**src/rtl/interleaver_pkg.sv**
```systemverilog
`default_nettype none
// ============================================================================
// Module      : interleaver_pkg
// Description : Shared definitions for the ping-pong interleaver controller.
//               Holds the default bank geometry, the beats-per-block helper
//               and the controller state encoding.
// Revision    : 1.0 - initial release
// ============================================================================
package interleaver_pkg;

    // Default interleaver geometry for one bank.
    localparam int ROW_DEFAULT = 512;
    localparam int COL_DEFAULT = 32;

    // Number of input beats that make up one complete bank block.
    function automatic int block_once_need(input int r, input int c);
        return r * c;
    endfunction

    localparam int BLOCK_ONCE_NEED_DEFAULT = ROW_DEFAULT * COL_DEFAULT;

    // Controller state encoding.
    typedef enum logic [1:0] {
        ST_IDLE  = 2'd0,
        ST_RUN   = 2'd1,
        ST_DRAIN = 2'd2
    } ctrl_state_e;

endpackage
`default_nettype wire

```
**src/rtl/interleaver_pingpong_ctrl.sv**
```systemverilog
`default_nettype none
// ============================================================================
// Module      : interleaver_pingpong_ctrl
// Description : Ping-pong sequencer for two external row x col block-
//               interleaver banks. One bank is filled from the upstream
//               stream while the other drains to the downstream stream.
//               All data/valid/ready routing is combinational (no added
//               latency); only the bookkeeping is registered.
// Revision    : 1.0 - initial release
//
// Ports
//   clk, rst_n             : clock, asynchronous active-low reset
//   en                     : run enable; falling en stops at the next
//                            input-block boundary
//   s_axis_tdata/tvalid/tready          : upstream 1-bit stream
//   m_axis_tdata/tvalid/tlast/tready    : interleaved downstream stream
//   bk_s_tdata/tvalid/tready [1:0]      : write side of bank k (bit k)
//   bk_m_tdata/tvalid/tlast/tready [1:0]: read side of bank k (bit k)
//   wr_bank / rd_bank      : bank currently written / read
//   bank_full [1:0]        : bank k holds a complete unread block
//   blk_cnt                : output blocks completed since reset (wraps)
// ============================================================================
module interleaver_pingpong_ctrl
    import interleaver_pkg::*;
#(
    parameter int row   = ROW_DEFAULT,
    parameter int col   = COL_DEFAULT,
    parameter int cnt_w = 16
) (
    input  logic             clk,
    input  logic             rst_n,
    input  logic             en,
    // Upstream
    input  logic             s_axis_tdata,
    input  logic             s_axis_tvalid,
    output logic             s_axis_tready,
    // Downstream
    output logic             m_axis_tdata,
    output logic             m_axis_tvalid,
    output logic             m_axis_tlast,
    input  logic             m_axis_tready,
    // Bank write side
    output logic [1:0]       bk_s_tdata,
    output logic [1:0]       bk_s_tvalid,
    input  logic [1:0]       bk_s_tready,
    // Bank read side
    input  logic [1:0]       bk_m_tdata,
    input  logic [1:0]       bk_m_tvalid,
    input  logic [1:0]       bk_m_tlast,
    output logic [1:0]       bk_m_tready,
    // Status
    output logic             wr_bank,
    output logic             rd_bank,
    output logic [1:0]       bank_full,
    output logic [cnt_w-1:0] blk_cnt
);

    localparam int              NEED      = block_once_need(row, col);
    localparam int              IN_W      = $clog2(NEED) + 1;
    localparam logic [IN_W-1:0] LAST_BEAT = IN_W'(NEED - 1);

    ctrl_state_e      state_q,     state_d;
    logic [IN_W-1:0]  in_cnt_q,    in_cnt_d;
    logic             wr_bank_q,   wr_bank_d;
    logic             rd_bank_q,   rd_bank_d;
    logic [1:0]       bank_full_q, bank_full_d;
    logic [cnt_w-1:0] blk_cnt_q,   blk_cnt_d;

    logic wr_ok;
    logic in_acc;
    logic in_done;
    logic out_done;
    logic at_boundary;

    // ------------------------------------------------------------------
    // Combinational routing
    // ------------------------------------------------------------------
    // At a block boundary with en low, writing stops immediately (same
    // cycle), so no beat of a new block is ever taken after en falls.
    assign at_boundary = (in_cnt_q == '0);
    assign wr_ok       = (state_q == ST_RUN) && !bank_full_q[wr_bank_q]
                         && !(!en && at_boundary);

    assign bk_s_tdata     = {2{s_axis_tdata}};
    assign bk_s_tvalid[0] = s_axis_tvalid & wr_ok & ~wr_bank_q;
    assign bk_s_tvalid[1] = s_axis_tvalid & wr_ok &  wr_bank_q;
    assign s_axis_tready  = wr_ok & bk_s_tready[wr_bank_q];

    // A bank's output is only exposed once it holds a complete block.
    assign m_axis_tdata   = bk_m_tdata[rd_bank_q];
    assign m_axis_tlast   = bk_m_tlast[rd_bank_q];
    assign m_axis_tvalid  = bk_m_tvalid[rd_bank_q] & bank_full_q[rd_bank_q];
    assign bk_m_tready[0] = m_axis_tready & bank_full_q[0] & ~rd_bank_q;
    assign bk_m_tready[1] = m_axis_tready & bank_full_q[1] &  rd_bank_q;

    assign in_acc   = s_axis_tvalid & s_axis_tready;
    assign in_done  = in_acc & (in_cnt_q == LAST_BEAT);
    assign out_done = m_axis_tvalid & m_axis_tready & m_axis_tlast;

    assign wr_bank   = wr_bank_q;
    assign rd_bank   = rd_bank_q;
    assign bank_full = bank_full_q;
    assign blk_cnt   = blk_cnt_q;

    // ------------------------------------------------------------------
    // Next-state logic
    // ------------------------------------------------------------------
    always_comb begin
        state_d = state_q;
        unique case (state_q)
            ST_IDLE: begin
                if (en) begin
                    state_d = ST_RUN;
                end
            end
            ST_RUN: begin
                if (!en && at_boundary) begin
                    state_d = ST_DRAIN;
                end
            end
            ST_DRAIN: begin
                if (en) begin
                    state_d = ST_RUN;
                end else if (bank_full_q == 2'b00) begin
                    state_d = ST_IDLE;
                end
            end
            default: state_d = ST_IDLE;
        endcase
    end

    // Completion and tlast may coincide; they always target different
    // banks (one must be empty to write, the other full to read), so the
    // set and clear below never collide on the same bit.
    always_comb begin
        in_cnt_d    = in_cnt_q;
        wr_bank_d   = wr_bank_q;
        rd_bank_d   = rd_bank_q;
        bank_full_d = bank_full_q;
        blk_cnt_d   = blk_cnt_q;

        if (in_acc) begin
            if (in_done) begin
                in_cnt_d               = '0;
                bank_full_d[wr_bank_q] = 1'b1;
                wr_bank_d              = ~wr_bank_q;
            end else begin
                in_cnt_d = in_cnt_q + IN_W'(1);
            end
        end

        if (out_done) begin
            bank_full_d[rd_bank_q] = 1'b0;
            rd_bank_d              = ~rd_bank_q;
            blk_cnt_d              = blk_cnt_q + cnt_w'(1);
        end
    end

    // ------------------------------------------------------------------
    // State registers
    // ------------------------------------------------------------------
    always_ff @(posedge clk or negedge rst_n) begin
        if (!rst_n) begin
            state_q     <= ST_IDLE;
            in_cnt_q    <= '0;
            wr_bank_q   <= 1'b0;
            rd_bank_q   <= 1'b0;
            bank_full_q <= 2'b00;
            blk_cnt_q   <= '0;
        end else begin
            state_q     <= state_d;
            in_cnt_q    <= in_cnt_d;
            wr_bank_q   <= wr_bank_d;
            rd_bank_q   <= rd_bank_d;
            bank_full_q <= bank_full_d;
            blk_cnt_q   <= blk_cnt_d;
        end
    end

endmodule
`default_nettype wire

```
**config.mk**
```make
export PLATFORM = sky130hd
export DESIGN_NAME = interleaver_pingpong_ctrl
export DESIGN_NICKNAME = d
export VERILOG_FILES = /design/src/rtl/interleaver_pkg.sv /design/src/rtl/interleaver_pingpong_ctrl.sv
export SDC_FILE = /design/constraint.sdc
export NUM_CORES = 1
export LEC_CHECK = 0
export ABC_AREA = 1
export CAP_MARGIN = 20
export CORE_MARGIN = 3
export CORE_UTILIZATION = 40
export CTS_BUF_LIST = sky130_fd_sc_hd__clkbuf_8
export DETAILED_ROUTE_END_ITERATION = 16
export PLACE_DENSITY = 0.67
export SLEW_MARGIN = 20
export SYNTH_ARGS = -nofsm -noshare
export SYNTH_HDL_FRONTEND = slang
export SYNTH_SLANG_ARGS = --single-unit
export TNS_END_PERCENT = 50
```
**constraint.sdc**
```tcl
create_clock -name clk -period 1.33 [get_ports clk]
set_input_delay 0.3325 -clock clk [delete_from_list [all_inputs] [get_ports clk]]
set_output_delay 0.3325 -clock clk [all_outputs]
set_load 0.03 [all_outputs]
```
==> results.txt, run 1 <==
----------------------------------------------------
[Run status]
  Outcome ... finished, violations left
  Failing checks ... setup timing

[Worst setup path]
  CP max-delay cell ... clkdlybuf4s50_1
  Worst-path cell chain ... clkdlybuf4s50_1, nor2_1, nand2_1, nor2_1, nand2_4, nand3_4, nor2_4, buf_6
  Destination of the worst register-to-register timing path ... bank_full[0]
  CP max stage delay ... 0.44 ns
  Nature of the critical path endpoint ... output pin
  Worst reg2reg path startpoint ... in_cnt_q[1]
  CP Launch Type ... input port
  Setup CP Type ... in -> out
  Worst reg2reg setup slack ... -0.40 ns
  Depth of the worst register-to-register path ... 11
  Data required time of the worst path ... 1.00 ns
  Worst Path Max Fanout ... 3
  End point of the critical path ... bk_s_tvalid[1]
  Arrival time at the worst endpoint ... 1.56 ns
  Cell repeated most along the worst path ... nor2_1
  Startpoint of the most critical setup path ... en

[STA]
  Setup total negative slack ... -15.09 ns
  Measured slew at the worst slew-check pin ... 0.405 ns
  Max-slew violation count ... 0
  Final period util ... 1.42
  Post-Route Hold Slack ... 0.456 ns
  Fin. Hold Viols ... 0
  Final worst-path setup slack ... -0.558 ns
  Max frequency ... 0.530 GHz
  Setup-violating endpoint count in the final report ... 51
  RSZ-0062 raised after global routing ... yes
  Setup Skew ... 0.0103 ns
  Slew HR ... 0.729
  Crit path time final ... 1.89 ns

[Power]
  Switching part of the total ... 0.396
  Share of power burned in the clock network ... 0.187
  Net switching power ... 2.59 mW
  Leakage power summed over all cells ... 1.90 nW
  Worst vdd ir ... 872 µV
  Internal power ... 3.94 mW
  Power Density ... 1730 nW/µm²
  Power consumption ... 6.53 mW
  Relative contribution of sequential cells to total power ... 0.246
  Combinational Power Share ... 0.567

[Drt]
  Detailed Route Iter0 Violations ... 137
  Final WL ... 7370 µm
  Total number of vias ... 2,369
  DRT Pass-1 Iters ... 4
  Average wire length per cell after detail routing ... 15.8 µm
  Antenna violation net count after detailed routing ... 0
  Total DRC errors in the routed layout ... 0
  Routed vias/inst ... 5.09

[Die]
  Width of the chip ... 79.0 µm
  Starting density of the core ... 0.431
  Area of the die ... 6240 µm²
  Boundary Pins ... 44
  Die height ... 79.0 µm
  Core area ... 4940 µm²
  Row Count ... 25

[Placed design]
  Routability-driven placement congestion ratio ... 0.834
  Half-perimeter wire length after detailed placement ... 4150 µm
  PortBufs ... 40

[Global route]
  GRT Total Usage ... 0.215
  Wire length of the first global-routing pass ... 10,500 µm
  Vias in the first global route ... 2,275
  Pin count of the biggest net entering global routing ... 27
  GR Overflow Total ... 0
  Antenna violations before repair ... 0

[Clocking]
  Clock buffer count from CTS ... 5
  Num Clock Sinks ... 37
  CTS tree ... done
  Later-pin clock latency in the skew report ... 0.30 ns
  Clock-pin slew on the worst setup and hold paths ... 0.09 ns
  Max H-tree Level ... 2
  Number of buffers between clock root and the deepest sink ... 2
  Clock root cell ... clkbuf_8

[Yosys]
  Syn_area_per_cell ... 7.99 µm²
  Synthesized netlist cell count ... 267
  Netlist Area Pre-Place ... 2130 µm²
  Number of distinct library cells after synthesis ... 28
  Yosys Warn Count ... 0
  Sequential element share of the synthesized area ... 0.434
  Net count after synthesis ... 284
  Number of synthesized flops with an enable pin ... 0
  Fraction of registers with async set/reset ... 1.00
  Leading register cell type out of synthesis ... dfrtp_1
  Synth Register Bits ... 37

[Finish]
  Layout Nets ... 414
  Fraction of final layout cells sized beyond drive strength 1 ... 0.482
  Antenna Cells ... 0
  Leading cell types in the layout, fill and taps excluded ... buf_4, nand2_1, buf_6
  Layout overhead on the synthesized area ... 76.9%
  Leading cell type in the layout, fill and taps excluded ... buf_4

[Run]
  Max Cap Viol ... 0

[Min path]
  Tightest Hold Check Type ... in -> async

----------------------------------------------------
power by group through the flow:
stage               clock [mW]  combinational [mW]  sequential, mW
finish                    1.22                3.70            1.61
global route              1.27                3.92            1.64
CTS                       1.23                3.22            1.58
detailed placement           0                2.52            1.58
global placement             0                2.46            1.58
floorplan                    0                1.11            1.81
what timing repair did:
item | 4_1_cts | 5_1_grt
resized for setup | 68 | 45
setup buffers | 15 | 7
hold endpoints to repair | 11 | 0
hold buffers | 1 | 0
pin swaps | 16 | 10
endpoints found under the setup margin | 53 | 55
cells by family after synthesis:
| group | share of synthesized area |
|---|---|
| AO/OA/AOI/OAI | 0.0569 |
| multiplexers | 0.00470 |
| AND/OR/NAND/NOR | 0.325 |
| adder cells (fa/ha/maj) | 0.0176 |
| flip-flops | 0.434 |
| buffers and inverters | 0.0757 |
| XOR/XNOR | 0.0863 |
routing by layer:
layer	vias up	GRT usage	wire (µm)
met5	-	0	0
met4	0	0.0859	276
met3	28	0.0510	413
met2	90	0.375	3790
met1	1135	0.254	2890
li1	1116	-	-
how the worst min path moves through the flow:
stage                     startpoint           end  depth (start not counted)
after floorplan                rst_n  bank_full[0]                          0
after global placement         rst_n  in_cnt_q[12]                          1
after detailed placement       rst_n  in_cnt_q[12]                          1
after CTS                      rst_n  in_cnt_q[12]                          2
after global routing           rst_n  in_cnt_q[11]                          2
final                          rst_n   in_cnt_q[8]                          2
critical path, delay by kind of cell:
| family | cells | cell delay, ns |
|---|---|---|
| and+or+nand+nor | 6 | 0.65 |
| buffers and inverters | 2 | 0.57 |
synth_stat cells (3+ instances only):
cell type	count	area share
nand3_1	18	0.042
nor3_1	7	0.016
nor2_1	41	0.072
xor2_1	17	0.070
xnor2_1	4	0.016
nand2_2	5	0.015
dfrtp_1	37	0.43
buf_6	3	0.016
o21ai_0	15	0.035
inv_1	23	0.040
a21oi_1	5	0.012
nand2_1	62	0.11
ha_1	3	0.018
nand4_1	9	0.026
flip-flops by register name, summed over array words and instances, names as in the netlist:
name,flops
blk_cnt,16
in_cnt_q,15
bank_full,2
state_q,2
rd_bank,1
wr_bank,1
metrics by stage:
step	instances	setup WS, ns	instance area [µm²]	util
after global routing	465	-0.645	3770	0.763
after CTS	458	-0.438	3550	0.718
final	465	-0.558	3770	0.763
after global placement	434	-0.515	3060	0.618
after detailed placement	434	-0.584	3060	0.618
after floorplan	267	-0.270	2190	-
area by class of cell:
cell class                 instances  area, µm²
clock buffer                       5       68.8
clock inverter                     3       68.8
fill                             331       1170
inverter                          27        114
multi-input combinational        197       1330
sequential                        37        931
tap                               67       83.8
timing repair buffer             129       1170
Note: power is estimated with default switching activity, not from simulation.
==> inputs of run 2 (changes only) <==
--- a/config.mk
+++ b/config.mk
@@ -11,7 +11,6 @@
 export CORE_UTILIZATION = 40
 export CTS_BUF_LIST = sky130_fd_sc_hd__clkbuf_8
 export DETAILED_ROUTE_END_ITERATION = 16
-export PLACE_DENSITY = 0.67
 export SLEW_MARGIN = 20
 export SYNTH_ARGS = -nofsm -noshare
 export SYNTH_HDL_FRONTEND = slang
==> constraint.sdc (replaced) <==
create_clock -name clk -period 1.92 [get_ports clk]
set_input_delay 0.48 -clock clk [delete_from_list [all_inputs] [get_ports clk]]
set_output_delay 0.48 -clock clk [all_outputs]
set_load 0.03 [all_outputs]
==> results.txt, run 2 (synthesis gave the netlist of run 1 again) <==
----------------------------------------------------
[Run status]
  Outcome ... finished, violations left
  Failing checks ... setup timing

[Die]
  Area of the die ... 6240 µm² (unchanged)
  Width of the chip ... 79.0 µm (unchanged)
  Boundary Pins ... 44 (unchanged)
  Row Count ... 25 (unchanged)
  Starting density of the core ... 0.431 (unchanged)
  Core area ... 4940 µm² (unchanged)
  Die height ... 79.0 µm (unchanged)

[Global route]
  GRT Total Usage ... 0.173 (-0.0418)
  Antenna violations before repair ... 0 (unchanged)
  Vias in the first global route ... 1,892 (-17%)
  GR Overflow Total ... 0 (unchanged)
  Wire length of the first global-routing pass ... 8730 µm (-17%)
  Pin count of the biggest net entering global routing ... 38 (+41%)

[Placed design]
  Half-perimeter wire length after detailed placement ... 3510 µm (-15%)
  Routability-driven placement congestion ratio ... 0.821 (-1.5%)
  Post-placement cell count ... 384 (-12%)
  Placement-stage worst setup slack ... -0.202 ns (+0.382 ns)
  PortBufs ... 40 (unchanged)

[STA]
  Measured slew at the worst slew-check pin ... 0.474 ns (+0.0699 ns)
  Slew HR ... 0.684 (-0.0456)
  Fin. Hold Viols ... 0 (unchanged)
  Max-slew violation count ... 0 (unchanged)
  Setup Skew ... 0.00317 ns (-0.00715 ns)
  Setup-violating endpoint count in the final report ... 2 (-96%)
  Crit path time final ... 1.93 ns
  Final period util ... 1.00
  Final worst-path setup slack ... -0.00778 ns (+0.550 ns)
  RSZ-0062 raised after global routing ... yes
  Max frequency ... 0.519 GHz

[Worst setup path]
  Arrival time at the worst endpoint ... 1.45 ns (-0.11 ns)
  CP Launch Type ... flip-flop
  Data required time of the worst path ... 1.44 ns (+0.44 ns)
  Worst-path cell chain ... inv_2, ha_4, nand2_4, nor2_4, nand2_2, nand3_2, nor2_1, buf_4
  Worst reg2reg setup slack ... 0.15 ns (+0.55 ns)
  Setup CP Type ... reg -> out
  CP max-delay cell ... dfrtp_1
  Worst Path Max Fanout ... 3 (unchanged)
  CP max stage delay ... 0.39 ns (-0.05 ns)
  Top cell family by delay on the critical path ... flip-flops
  Nature of the critical path endpoint ... output pin
  Buf/Inv on CP ... 2 (unchanged)

[Clocking]
  Clock root cell ... clkbuf_8
  Max H-tree Level ... 2 (unchanged)
  Number of buffers between clock root and the deepest sink ... 2 (unchanged)
  Clock buffer count from CTS ... 5 (unchanged)
  CTS hold repair buffers ... 0 (-1)
  CTS tree ... done
  Clock-pin slew on the worst setup and hold paths ... 0.07 ns (-0.02 ns)
  Num Clock Sinks ... 37 (unchanged)
  Later-pin clock latency in the skew report ... 0.28 ns (-0.02 ns)

[Drt]
  Routed vias/inst ... 4.79 (-5.9%)
  Final WL ... 5060 µm (-31%)
  DRT Pass-1 Iters ... 4 (unchanged)
  Average wire length per cell after detail routing ... 12.4 µm (-22%)
  Total number of vias ... 1,956 (-17%)
  Detailed Route Iter0 Violations ... 116 (-15%)
  Antenna violation net count after detailed routing ... 0 (unchanged)
  Total DRC errors in the routed layout ... 0 (unchanged)

[Finish]
  Leading cell type in the layout, fill and taps excluded ... nand2_1
  Largest register FFs ... 16 (unchanged)
  Fraction of final layout cells sized beyond drive strength 1 ... 0.229 (-0.254)
  Layout overhead on the synthesized area ... 37.7%
  Layout Nets ... 359 (-13%)
  Post-layout instance count excluding filler cells ... 408 (-12%)
  Leading cell types in the layout, fill and taps excluded ... nand2_1, buf_4, nor2_1
  Antenna Cells ... 0 (unchanged)
  Final core utilization ... 0.594 (-0.169)

[Power]
  Worst vdd ir ... 563 µV (-35%)
  Power Density ... 1080 nW/µm² (-38%)
  Leakage power summed over all cells ... 1.55 nW (-19%)

[Min path]
  Tightest Hold Check Type ... in -> async

[Run]
  Max Cap Viol ... 0 (unchanged)

----------------------------------------------------
==> run 2: worst register-to-register path: cells and delay by family, from the launching register on <==
kind / cells / cell delay, ns
adders and majority gates: 1 / 0.16
AOI/OAI and AO/OA: 1 / 0.19
buffers and inverters: 4 / 0.47
and+or+nand+nor: 5 / 0.47
DFF: 1 / 0.39
==> run 2: power by group <==
group | internal [mW] | leakage, nW | switching, mW
clock | 0.239 | 0.0399 | 0.256
sequential | 0.946 | 0.479 | 0.183
combinational | 0.665 | 1.03 | 0.887
==> run 2: area by class of cell <==
cell class              instances  area (µm²)
inverters                      27         108
clock buffers                   5        68.8
well taps                      67        83.8
repair buffers                 74         661
fillers                       465        2010
multi-input cells             197        1080
flip-flops and latches         37         928
clock inverters                 1        5.00
==> run 2: what timing repair did <==
action                                  CTS  global route
endpoints found under the setup margin    4            11
pin swaps                                 7             4
hold endpoints to repair                  0             0
gates resized for setup                  12            12
setup buffers                            14             4
==> run 2: layer usage <==
layer  share of wire  GRT usage  up-vias
li1                -          -     1010
met1            0.46      0.232      878
met2            0.47      0.279       66
met3           0.066     0.0420        2
met4          0.0045     0.0481        0
met5               0          0        -
==> run 2: per-stage QoR <==
step	power (mW)	hold slack, ns	cell area [µm²]	setup TNS [ns]
after floorplan	1.94	0.184	2130	-0.0556
after global placement	2.41	0.459	2670	-0.346
after detailed placement	2.42	0.458	2670	-1.32
after CTS	3.10	0.258	2870	0
after global routing	3.40	0.269	2940	-0.242
final	3.18	0.241	2940	-0.0154
==> run 2: path summary, 6_finish.rpt <==
path / depth (start not counted) / start / end
setup / recovery: 8 / in_cnt_q[1] / bk_s_tvalid[1]
min in group clk: 1 / blk_cnt[15] / blk_cnt[15]
hold / removal: 2 / rst_n / state_q[1]
setup reg to reg: 11 / in_cnt_q[1] / in_cnt_q[6]
max in group asynchronous: 2 / rst_n / wr_bank
hold reg to reg: 1 / blk_cnt[15] / blk_cnt[15]
